==> config.mk <==
export PLATFORM = sky130hd
export DESIGN_NAME = cpu_exec_ctrl_flat
export DESIGN_NICKNAME = d
export VERILOG_FILES = /design/src/rtl/cpu_exec_ctrl_if.sv /design/src/rtl/cpu_exec_ctrl.sv /design/src/flat_wrapper.sv
export SDC_FILE = /design/constraint.sdc
export NUM_CORES = 1
export LEC_CHECK = 0
export CAP_MARGIN = 40
export CORE_MARGIN = 2
export CORE_UTILIZATION = 49
export CTS_CLUSTER_DIAMETER = 80
export DETAILED_ROUTE_END_ITERATION = 7
export PLACE_DENSITY_LB_ADDON = 0.3
export SYNTH_ARGS = -nofsm -noshare
export SYNTH_HDL_FRONTEND = slang
export SYNTH_SLANG_ARGS = --single-unit
==> constraint.sdc <==
create_clock -name clk -period 2.05 [get_ports clk]
set_input_delay 0.205 -clock clk [delete_from_list [all_inputs] [get_ports clk]]
set_output_delay 0.205 -clock clk [all_outputs]
set_load 0.005 [all_outputs]
==> src/rtl/cpu_exec_ctrl_if.sv <==
// Execution controller bus: board-side inputs and CPU-side outputs.
// master = board/CPU side, slave = cpu_exec_ctrl.
interface cpu_exec_ctrl_if #(
    parameter int PC_W = 32
);
    logic            run_sw;
    logic            step_btn;
    logic            bp_en;
    logic [PC_W-1:0] bp_addr;
    logic [PC_W-1:0] pc;
    logic            cpu_ena;
    logic [1:0]      state_o;
    logic            bp_hit;
    logic [31:0]     retired;

    modport master (
        output run_sw, step_btn, bp_en, bp_addr, pc,
        input  cpu_ena, state_o, bp_hit, retired
    );

    modport slave (
        input  run_sw, step_btn, bp_en, bp_addr, pc,
        output cpu_ena, state_o, bp_hit, retired
    );
endinterface

==> src/rtl/cpu_exec_ctrl.sv <==
// CPU execution controller: run / single-step / breakpoint enable pulses
// on the board clock, plus a retired-instruction counter.
module cpu_exec_ctrl #(
    parameter int RUN_DIV   = 1_000_000,
    parameter int DB_CYCLES = 500_000
) (
    input logic            clk,
    input logic            rst,
    cpu_exec_ctrl_if.slave bus
);
    localparam logic [1:0] S_HALT = 2'd0;
    localparam logic [1:0] S_RUN  = 2'd1;
    localparam logic [1:0] S_STEP = 2'd2;
    localparam logic [1:0] S_BRK  = 2'd3;

    localparam int TW = $clog2(RUN_DIV);
    localparam int DW = $clog2(DB_CYCLES + 1);
    localparam logic [TW-1:0] TICK_MAX = TW'(RUN_DIV - 1);
    localparam logic [DW-1:0] DB_MAX   = DW'(DB_CYCLES - 1);

    logic          run_s1_q, run_s2_q;
    logic          stp_s1_q, stp_s2_q;
    logic [DW-1:0] db_cnt_q, db_cnt_d;
    logic          db_lvl_q, db_lvl_d;
    logic          db_prev_q;
    logic          step_req;
    logic [TW-1:0] cnt_q, cnt_d;
    logic          tick;
    logic [1:0]    state_q, state_d;
    logic          skip_q, skip_d;
    logic          ena_q, ena_d;
    logic [31:0]   ret_q;
    logic          bp_match;

    // Two-flop synchronisers for the raw switch and button.
    always_ff @(posedge clk or negedge rst) begin
        if (!rst) begin
            run_s1_q <= 1'b0;
            run_s2_q <= 1'b0;
            stp_s1_q <= 1'b0;
            stp_s2_q <= 1'b0;
        end else begin
            run_s1_q <= bus.run_sw;
            run_s2_q <= run_s1_q;
            stp_s1_q <= bus.step_btn;
            stp_s2_q <= stp_s1_q;
        end
    end

    // Debounce: flip the level after DB_CYCLES differing samples in a row.
    always_comb begin
        db_cnt_d = '0;
        db_lvl_d = db_lvl_q;
        if (stp_s2_q != db_lvl_q) begin
            if (db_cnt_q == DB_MAX) db_lvl_d = stp_s2_q;
            else                    db_cnt_d = db_cnt_q + 1'b1;
        end
    end

    assign step_req = db_lvl_q & ~db_prev_q;
    assign tick     = (state_q == S_RUN) && (cnt_q == TICK_MAX);
    assign bp_match = bus.bp_en && (bus.pc == bus.bp_addr);

    // Next-state, pulse decision and resume-skip flag.
    always_comb begin
        state_d = state_q;
        skip_d  = skip_q;
        ena_d   = 1'b0;
        unique case (state_q)
            S_HALT: begin
                if (run_s2_q) begin
                    state_d = S_RUN;
                    skip_d  = 1'b1;
                end else if (step_req) begin
                    state_d = S_STEP;
                end
            end
            S_RUN: begin
                if (!run_s2_q) begin
                    state_d = S_HALT;
                end else if (tick) begin
                    if (bp_match && !skip_q) begin
                        state_d = S_BRK;
                    end else begin
                        ena_d  = 1'b1;
                        skip_d = 1'b0;
                    end
                end
            end
            S_STEP: begin
                ena_d   = 1'b1;
                state_d = S_HALT;
            end
            S_BRK: begin
                if (!run_s2_q) state_d = S_HALT;
            end
            default: state_d = S_HALT;
        endcase
    end

    // Divider runs only while staying in RUN; restarts from 0 on entry.
    always_comb begin
        cnt_d = '0;
        if (state_q == S_RUN && state_d == S_RUN && !tick)
            cnt_d = cnt_q + 1'b1;
    end

    // Control state registers.
    always_ff @(posedge clk or negedge rst) begin
        if (!rst) begin
            db_cnt_q  <= '0;
            db_lvl_q  <= 1'b0;
            db_prev_q <= 1'b0;
            cnt_q     <= '0;
            state_q   <= S_HALT;
            skip_q    <= 1'b0;
            ena_q     <= 1'b0;
        end else begin
            db_cnt_q  <= db_cnt_d;
            db_lvl_q  <= db_lvl_d;
            db_prev_q <= db_lvl_q;
            cnt_q     <= cnt_d;
            state_q   <= state_d;
            skip_q    <= skip_d;
            ena_q     <= ena_d;
        end
    end

    // Retired counter advances once per enable pulse, wrapping naturally.
    always_ff @(posedge clk or negedge rst) begin
        if (!rst)       ret_q <= '0;
        else if (ena_q) ret_q <= ret_q + 32'd1;
    end

    assign bus.cpu_ena = ena_q;
    assign bus.state_o = state_q;
    assign bus.bp_hit  = (state_q == S_BRK);
    assign bus.retired = ret_q;
endmodule

==> src/flat_wrapper.sv <==
// flat-port wrapper written by rule: the top's interface ports become plain ports
module cpu_exec_ctrl_flat 
#(
    parameter int RUN_DIV   = 1_000_000,
    parameter int DB_CYCLES = 500_000
)
  (clk, rst, bus_run_sw, bus_step_btn, bus_bp_en, bus_bp_addr, bus_pc, bus_cpu_ena, bus_state_o, bus_bp_hit, bus_retired);
  cpu_exec_ctrl_if #(.PC_W(32)) bus_i ();
  input logic clk;
  input logic rst;
  input wire logic [$bits(bus_i.run_sw)-1:0] bus_run_sw;
  input wire logic [$bits(bus_i.step_btn)-1:0] bus_step_btn;
  input wire logic [$bits(bus_i.bp_en)-1:0] bus_bp_en;
  input wire logic [$bits(bus_i.bp_addr)-1:0] bus_bp_addr;
  input wire logic [$bits(bus_i.pc)-1:0] bus_pc;
  output wire logic [$bits(bus_i.cpu_ena)-1:0] bus_cpu_ena;
  output wire logic [$bits(bus_i.state_o)-1:0] bus_state_o;
  output wire logic [$bits(bus_i.bp_hit)-1:0] bus_bp_hit;
  output wire logic [$bits(bus_i.retired)-1:0] bus_retired;
  assign bus_i.run_sw = bus_run_sw;
  assign bus_i.step_btn = bus_step_btn;
  assign bus_i.bp_en = bus_bp_en;
  assign bus_i.bp_addr = bus_bp_addr;
  assign bus_i.pc = bus_pc;
  assign bus_cpu_ena = bus_i.cpu_ena;
  assign bus_state_o = bus_i.state_o;
  assign bus_bp_hit = bus_i.bp_hit;
  assign bus_retired = bus_i.retired;
  cpu_exec_ctrl #(.RUN_DIV(RUN_DIV), .DB_CYCLES(DB_CYCLES)) u_core (.clk(clk), .rst(rst), .bus(bus_i));
endmodule
=== Word-level counts from Yosys, hierarchy flattened ===
Index checks and enable logic that the tools add are counted.

* Shifts and indexed selects: 0
* Multiply operators: 0
* Add/subtract/negate cells: 3
* Reductions and logical operators: 11
* Div/mod/pow operators: 0
* Muxes and demuxes: 19
* Equality and inequality tests: 12
* Bitwise operators: 2
* Magnitude comparators: 0

{| class="wikitable"
|+ Operators by type and width
! cell !! count
|-
| two-way mux 19 bit || 2
|-
| adder 32 x 1 -> 32 bit, second input constant || 1
|-
| equality test 32 bit || 1
|-
| adder 20 x 1 -> 20 bit, second input constant || 1
|-
| equality test 20 bit, second input constant || 1
|-
| two-way mux 20 bit || 1
|-
| adder 19 x 1 -> 19 bit, second input constant || 1
|-
| equality test 19 bit, second input constant || 1
|-
| two-way mux 2 bit || 6
|-
| one-hot mux 2 bit (4 select lines) || 1
|-
| two-way mux 1 bit || 7
|-
| inequality test 2 x 1 -> 1 bit, second input constant || 3
|-
| logical AND 1 bit || 5
|-
| AND reduction 5 bit || 1
|-
| equality test 2 x 1 -> 1 bit, second input constant || 2
|-
| equality test 2 bit, second input constant || 2
|-
| one-hot mux 1 bit (2 select lines) || 2
|-
| logical NOT 1 bit || 2
|-
| logical NOT 2 bit || 1
|-
| inequality test 2 bit, second input constant || 1
|-
| AND reduction 2 bit || 1
|-
| nonzero test 2 bit || 1
|-
| bitwise AND 1 bit || 1
|-
| inequality test 1 bit || 1
|-
| inverter 1 bit || 1
|}

* Memory bits (read-only): 0
* Bits in latches: 0
* Flip-flop bits (word level): 81
* Memories kept: 0
* Word-level logic and storage cells: 59
* Bits of input ports: 69
* Bits in writable memories: 0

=== Longest topological paths before layout ===
Gate-level depths: netlist (run 1).

* Depth after elaboration: 11
* Mapped depth: 8
* Gate-level depth less buffers: 7

=== Worst setup path before layout (run 1) ===
No wires, ideal clock.

* Kind: register to register
* Start point: register u_core.db_cnt_q[0]
* End point: register u_core.db_cnt_q[11]
* Arrival: 1571 ps
* Setup slack: 360 ps
* Stages on the path, launching flop included: 8
* Library setup time: 119 ps
* Cell sequence: dfrtp_1 > ha_1 > nand4_1 > nor4_1 > or2_2 > buf_2 > buf_4 > nor2_1

* Longest elaborated chain between the ends: 3

{| class="wikitable"
|+ Ends and longest elaborated chain
! item !! RTL line !! source
|-
| start, declared || cpu_exec_ctrl.sv:23 || <nowiki>logic [DW-1:0] db_cnt_q, db_cnt_d;</nowiki>
|-
| start signal, assigned || cpu_exec_ctrl.sv:119 || <nowiki>db_cnt_q <= db_cnt_d;</nowiki>
|-
| adder 19 x 1 -> 19 bit / equality test 19 bit (equally long branches) || cpu_exec_ctrl.sv:56, cpu_exec_ctrl.sv:55 ||
|-
| two-way mux 19 bit * || cpu_exec_ctrl.sv:55 || <nowiki>if (db_cnt_q == DB_MAX) db_lvl_d = stp_s2_q;</nowiki>
|-
| two-way mux 19 bit * || cpu_exec_ctrl.sv:54 || <nowiki>if (stp_s2_q != db_lvl_q) begin</nowiki>
|-
| named net u_core.db_cnt_d[11] || cpu_exec_ctrl.sv:23 ||
|}

The timed path passes the listed nets; every way through them passes the cells marked *.
A chain may end at the register's enable or synchronous reset.

=== Worst setup path after layout (run 1) ===
* Start point: register u_core.state_q[1], in the netlist u_core.bus.state_o[1]
* End point: register u_core.cnt_q[3]

* Longest elaborated chain between the ends: 9

{| class="wikitable"
|+ Ends and longest elaborated chain
! item !! RTL line !! source
|-
| start, declared || cpu_exec_ctrl.sv:29 || <nowiki>logic [1:0] state_q, state_d;</nowiki>
|-
| start signal, assigned || cpu_exec_ctrl.sv:123 || <nowiki>state_q <= state_d;</nowiki>
|-
| equality test 2 x 1 -> 1 bit || cpu_exec_ctrl.sv:61, cpu_exec_ctrl.sv:69, cpu_exec_ctrl.sv:104 ||
|-
| logical AND 1 bit || cpu_exec_ctrl.sv:61 || <nowiki>assign tick = (state_q == S_RUN) && (cnt_q == TICK_MAX);</nowiki>
|-
| two-way mux 2 bit || cpu_exec_ctrl.sv:81 || <nowiki>end else if (tick) begin</nowiki>
|-
| two-way mux 2 bit || cpu_exec_ctrl.sv:79 || <nowiki>if (!run_s2_q) begin</nowiki>
|-
| one-hot mux 2 bit (4 select lines) || cpu_exec_ctrl.sv:69 || <nowiki>unique case (state_q)</nowiki>
|-
| equality test 2 x 1 -> 1 bit || cpu_exec_ctrl.sv:104 || <nowiki>if (state_q == S_RUN && state_d == S_RUN && !tick)</nowiki>
|-
| logical AND 1 bit || cpu_exec_ctrl.sv:104 ||
|-
| logical AND 1 bit * || cpu_exec_ctrl.sv:104 ||
|-
| two-way mux 20 bit * || cpu_exec_ctrl.sv:104 ||
|-
| named net u_core.cnt_d[3] || cpu_exec_ctrl.sv:27 || <nowiki>logic [TW-1:0] cnt_q, cnt_d;</nowiki>
|-
| end signal, assigned || cpu_exec_ctrl.sv:122 || <nowiki>cnt_q <= cnt_d;</nowiki>
|-
| end, declared || cpu_exec_ctrl.sv:27 ||
|}

Marks and branches as above.

==> impl_results.md, run 1 <==
- Post-Synth Simple-Gate Area: 22.3%
- Leak pwr: 2.24 nW
- Max frequency: 0.542 GHz
- XOR/XNOR Fraction of Synth Area: 20.5%
- Initial antenna violation count: 0
- First-pass GRT wire length: 15.0 mm
- Synth Area in Compound Gates: 2.29%
- HPWL Detailed: 6.55 mm
- Ant diodes: 0
- Area grow syn2layout: 34.3%
- Unique masters post-synth: 36
- Top Family by Delay on Critical Path: flip-flops
- Fin cells: 621
- Final Instance Area: 5510 sq um
- Fin worst setup slack: 205 ps
- Pre-antenna DRT Iters: 4
- Hold crit path type: input port to flip-flop
- Final max-slew violation count: 0
- Total Wirelength: 8.75 mm
- Commonest register cell after synthesis: dfrtp_1
- Most common cell after layout, fill and taps aside: clkdlybuf4s50_1
- DR iter-0 viols: 104
- Hold Vio Cnt, Final: 0
- Clk_lat worst skew: 360 ps
- Vias in the first global route: 3307
- Minimum clock period: 1850 ps
- # port buffers: 104
- Placer Congestion: 0.817
- Clock tree root driver cell: clkbuf_8
- Buf/Inv on CP: 2
- CTS clk-pin slew, worst paths: 80 ps
- Largest stage delay on the critical path: 420 ps
- WL per Instance: 14.1 um
- # rows: 33
- Die H: 95.5 um
- Syn avg cell area: 10.4 sq um
- Final nets: 587
- Arr. time, crit path: 2130 ps
- Crit. End Element: flip-flop
- Clk buf depth: 2
- Crit path max fanout: 20
- Seq cells post-synth: 81
- Syn Inst Count: 396
- Post-route DRC: 0
- Adder-Cell Fraction of Synth Area: 2.14%
- Met3 Track Usage GR: 6.09%
- Synth Cell Area: 4100 sq um
- Final core area utilization: 67.4%
- Routed Antenna Nets: 0
- RSZ-0062 raised after global routing: no
- Die width: 95.5 um
- Initial cell density of the core: 50.2%
- Post-Place Setup Slack: 113 ps
- MaxCap Viol Count: 0
- Vias after detailed routing: 3248
- Setup_tns: 0 ps
- VDD IR max: 0.454 mV
- Run status: complete, no violations
- Final setup viols: 0
- Post-synth EDFFs: 0
- CTS tree: done
- Fin Clk Skew: 11.8 ps
- Share of layout cells above drive strength 1: 5.81%
- Async SR Flop Fraction: 100%
- Total core area: 8180 sq um
- Fin crit share: 90.0%
- Post-synthesis mux area share: 0.549%
- Final hold slack: 289 ps
- Crit-path slowest cell: dfrtp_2
- DR vias/cell: 5.23
- Worst path required time: 2330 ps
- CTS buffer count: 9
- WS Path Type: flip-flop to flip-flop
- Met2 usage in global routing: 35.5%
- Cell Chain, Critical Path: inv_1 > ha_1 > o21ai_1 > nor3_1 > a31oi_1 > nand4bb_1 > buf_12 > nor2_1
- Area of placed instances: 5290 sq um
- # IOs: 105
- Post-synthesis sequential area ratio: 49.4%
- M1 GR Usage: 26.5%
- Largest net degree at the start of global routing: 45
- Setup Buffers After CTS: 0
- Critical Path Source Type: flip-flop
- GRT Max-Usage Layer: met2
- Worst-Margin Slew: 576 ps
- Global route overflow: 0
- Pwr dens: 613 nW/um^2
- Post-Syn Nets: 472
- Clock sinks: 81
- Pwr Total: 3.38 mW
- Largest family of logic cells by synthesized area: simple AND/OR/NAND/NOR gates
- Warnings from Yosys: 0
- GRT Overall Usage: 21.2%
- Max-slew headroom: 61.6%
- Max H-tree Level: 3
- Commonest cells after routing, fill and taps aside: 103 x clkdlybuf4s50_1, 80 x dfrtp_1, 76 x xnor2_1, 53 x nor2_1, 27 x nand4_1
- Die Area: 9120 sq um
- Post-Place Cells: 604
cells in the mapped netlist, types with 4 or more instances:
master / instances / area [sq um]
inv_1: 13 / 48.8
nor3_1: 8 / 40.0
xor2_1: 20 / 175
nand2_1: 19 / 71.3
and3_1: 13 / 81.3
dfrtp_1: 81 / 2030
nand4_1: 27 / 169
o21ai_0: 7 / 35.0
xnor2_1: 76 / 666
and4_1: 6 / 52.6
nor2_1: 53 / 199
ha_1: 7 / 87.6
buf_4: 4 / 30.0
nor4_1: 6 / 37.5
nand3_1: 25 / 125
flip-flops by register name (all words and copies together) (netlist names):
signal,cells
u_core.stp_s2_q,1
u_core.run_s2_q,1
u_core.db_prev_q,1
u_core.cnt_q,20
u_core.bus.retired,32
u_core.stp_s1_q,1
u_core.bus.cpu_ena,1
u_core.db_cnt_q,19
u_core.db_lvl_q,1
u_core.run_s1_q,1
u_core.bus.state_o,2
u_core.skip_q,1
final cells by class:
cell class / count / area [sq um]
clock buffer: 12 / 155
clock inverter: 4 / 51.3
fill: 634 / 2670
inverter: 13 / 48.8
multi-input combinational: 293 / 1960
sequential: 81 / 2030
tap: 105 / 131
timing repair buffer: 113 / 1130
kinds of logic (layout without fill, tap and decap cells):
logic type / Yosys count / count (layout)
XOR/XNOR: 96 / 96
AO/OA/AOI/OAI: 14 / 14
AND/OR/NAND/NOR: 174 / 174
flip-flops: 81 / 81
buffers and inverters: 22 / 142
multiplexers: 2 / 2
adder cells (fa/ha/maj): 7 / 7
metal layers:
| metal | share of wire (%) | routed length [um] |
|---|---|---|
| met3 | 4.7 | 409 |
| met4 | 1.6 | 144 |
| met5 | 0 | 0 |
| met1 | 42 | 3650 |
| met2 | 52 | 4550 |
power breakdown:
| part | switching (mW) | internal (mW) | leakage [nW] | total [mW] |
|---|---|---|---|---|
| Clock | 0.560 | 0.630 | 0.103 | 1.19 |
| Combinational | 0.251 | 0.275 | 1.02 | 0.526 |
| Sequential | 0.0342 | 1.63 | 1.11 | 1.66 |
| Total | 0.845 | 2.53 | 2.24 | 3.38 |
what timing repair did:
| item | in CTS | in global routing |
|---|---|---|
| setup endpoints to repair | 0 | 39 |
| hold buffers | 1 | 0 |
| hold endpoints to repair | 43 | 0 |
| gates resized for setup | 0 | 4 |
final timing paths:
check	start	endpoint	slack, ps	depth (start not counted)
max	u_core.bus.state_o[1]	u_core.cnt_q[3]	200	8
min	bus_step_btn	u_core.stp_s1_q	290	1
max reg2reg	u_core.bus.state_o[1]	u_core.cnt_q[3]	200	8
min reg2reg	u_core.run_s1_q	u_core.run_s2_q	350	0
max in group asynchronous	rst	u_core.db_cnt_q[6]	1060	3
min in group asynchronous	rst	u_core.bus.retired[2]	380	2
Power figures use the tool's default switching activity.
==> run 2, diff against run 1 <==
CTS_CLUSTER_SIZE = 28   (was unset)
==> results of run 2 <==
Same layout as run 1: the final DEF is identical, and so are final timing and power.
==> run 3, diff against run 2 <==
ABC_AREA = 1   (was unset)
CORE_UTILIZATION = 50   (was 49)
==> impl_results.md, run 3 <==
- Run status: complete, no violations
- Post-Synth Simple-Gate Area: 32.0%
- Final setup viols: 0
- Pre-antenna DRT Iters: 4
- MaxCap Viol Count: 0
- DR vias/cell: 4.89
- Fin crit share: 93.9%
- CTS buffer count: 9
- R2R depth: 13
- # port buffers: 104
- Max frequency: 0.519 GHz
- Hold crit path type: input port to flip-flop
- Top post-synthesis cells by count: 130 x nand2_1, 101 x inv_1, 81 x dfrtp_1
- R2R Path Start: u_core.cnt_q[0]
- XOR/XNOR Fraction of Synth Area: 11.4%
- Die Area: 10300 sq um
- Total core area: 9240 sq um
- WS Path Type: flip-flop to flip-flop
- Post-route DRC: 0
- Post-synth EDFFs: 0
- Worst R2R Setup Slack: 120 ps
- Final max-slew violation count: 0
- Syn Inst Count: 583
- Count leader, synth: nand2_1
- Seq cells post-synth: 81
- Vias in the first global route: 4006
- Initial cell density of the core: 51.5%
- Leak pwr: 2.98 nW
- Hold Path Depth: 1
- Share of layout cells above drive strength 1: 13.5%
- Crit path max fanout: 10
- DR iter-0 viols: 177
- Hold endpoint: u_core.run_s1_q
- Crit Reg-Reg Endpoint: u_core.cnt_q[15]
- Launch point of the worst hold path: bus_run_sw
- Max reg flops: 32
- Largest net degree at the start of global routing: 47
- Commonest register cell after synthesis: dfrtp_1
- Placer Congestion: 0.841
- Clk_lat worst skew: 370 ps
- Most common cell after layout, fill and taps aside: nand2_1
- Max H-tree Level: 3
- Syn avg cell area: 8.16 sq um
- Cell Chain, Critical Path: ha_4 > nand2_2 > nor3_4 > inv_2 > nor2_4 > nand2_1 > nor2_2 > nand3_2 > nand2_1 > nand2_1 > nand3_2 > clkbuf_16 > nor3_2
- Largest family of logic cells by synthesized area: simple AND/OR/NAND/NOR gates
- Clk buf depth: 2
- Area grow syn2layout: 34.5%
- Top post-synthesis cells by area: dfrtp_1 43%, nand2_1 10%, inv_1 8.0%
- Adder-Cell Fraction of Synth Area: 1.84%
- Post-synthesis sequential area ratio: 42.6%
- # rows: 35
- Commonest cells after routing, fill and taps aside: 130 x nand2_1, 103 x clkdlybuf4s50_1, 100 x inv_1, 80 x dfrtp_1, 57 x nor2_1
- Final nets: 788
- Minimum clock period: 1930 ps
- WL per Instance: 13.4 um
- Hold Vio Cnt, Final: 0
- Warnings from Yosys: 0
- Global route overflow: 0
- Final Instance Area: 6400 sq um
- Ant diodes: 0
- Pwr dens: 580 nW/um^2
- Crit. End Element: flip-flop
- Final hold slack: 270 ps
- Die width: 102 um
- CTS clk-pin slew, worst paths: 90 ps
- Worst-Margin Slew: 486 ps
- Final core area utilization: 69.2%
- Unique masters post-synth: 36
- CTS tree: done
- Crit-path slowest cell: dfrtp_1
- # IOs: 105
- Critical Path Source Type: flip-flop
- Post-synthesis mux area share: 0%
- Max-slew headroom: 67.3%
- Clock tree root driver cell: clkbuf_8
- Synth Area in Compound Gates: 3.02%
- Buf/Inv on CP: 2
- Clock sinks: 81
- RSZ-0062 raised after global routing: yes
- First-pass GRT wire length: 18.1 mm
- Post-Syn Nets: 659
- GRT Overall Usage: 22.1%
- Total Wirelength: 11.3 mm
- Pwr Total: 3.71 mW
- Post-synth top area share: 42.6%
- Vias after detailed routing: 4139
- Arr. time, crit path: 2180 ps
- Leading area contributor after synthesis: dfrtp_1
- Top Family by Delay on Critical Path: simple AND/OR/NAND/NOR gates
- Area of placed instances: 6000 sq um
- Most used cell along the critical path: nand2_1
- Worst path required time: 2300 ps
- HPWL Detailed: 8.32 mm
- Initial antenna violation count: 0
- Routed Antenna Nets: 0
- VDD IR max: 0.578 mV
- Async SR Flop Fraction: 100%
- Die H: 102 um
- Largest stage delay on the critical path: 410 ps
- Synth Cell Area: 4760 sq um
- Fin Clk Skew: 13.3 ps
-- run 3: changes by cell type in the layout (fill, tap and decap cells not counted), sizes merged, moves of 10 or more --
| cell | previous run | this run |
|---|---|---|
| and3 | 13 | 2 |
| inv | 13 | 106 |
| xnor2 | 76 | 22 |
| xor2 | 20 | 40 |
| nand4 | 27 | 9 |
| nor3 | 8 | 46 |
| nand2 | 19 | 134 |
| nor2 | 53 | 67 |
| a21oi | 0 | 10 |
-- run 3: power breakdown --
part	switching, mW	internal [mW]	total, mW
logic	0.517	0.408	0.925
registers	0.0368	1.63	1.67
clock network	0.634	0.488	1.12
-- run 3: how the worst max path moves through the flow --
| stage | start | to | slack [ps] | depth (start not counted) |
|---|---|---|---|---|
| after floorplan | u_core.cnt_q[0] | u_core.cnt_q[12] | 270 | 13 |
| after global placement | bus_bp_addr[10] | u_core.cnt_q[19] | 20 | 16 |
| after detailed placement | bus_pc[1] | u_core.cnt_q[19] | -60 | 16 |
| after CTS | u_core.cnt_q[0] | u_core.cnt_q[19] | 10 | 14 |
| after global routing | u_core.cnt_q[0] | u_core.cnt_q[2] | -40 | 14 |
| final | u_core.cnt_q[0] | u_core.cnt_q[15] | 120 | 13 |
-- run 3: kinds of logic after synthesis --
group / count (synthesis)
AND/OR/NAND/NOR: 299
buffers and inverters: 108
AO/OA/AOI/OAI: 26
adder cells (fa/ha/maj): 7
XOR/XNOR: 62
flip-flops: 81
-- run 3: cell type report --
class	instances	area, sq um
inverters	104	390
flip-flops and latches	81	2030
fillers	718	2840
clock buffers	10	138
well taps	129	161
clock inverters	6	48.8
repair buffers	122	1230
multi-input cells	394	2400
-- run 3: routing by layer --
layer,up-vias,track usage [%],wire length [um]
met5,-,0,0
met4,0,7.07,131
met3,14,3.66,545
met2,105,37.4,5730
met1,1954,29.0,4930
li1,2066,-,-
-- run 3: what timing repair did --
action / CTS / global route
gates resized for setup: 0 / 23
buffers inserted: 0 / 9
setup endpoints to repair: 0 / 38
hold buffers: 1 / 0
hold endpoints to repair: 35 / 0
-- run 3: stage by stage --
step	std cells	TNS (ps)	setup slack, ps
floorplan	583	0	272
global placement	819	0	16.1
detailed placement	819	-268	-58.8
CTS	836	0	12.5
global route	846	-606	-43.0
finish	846	0	124
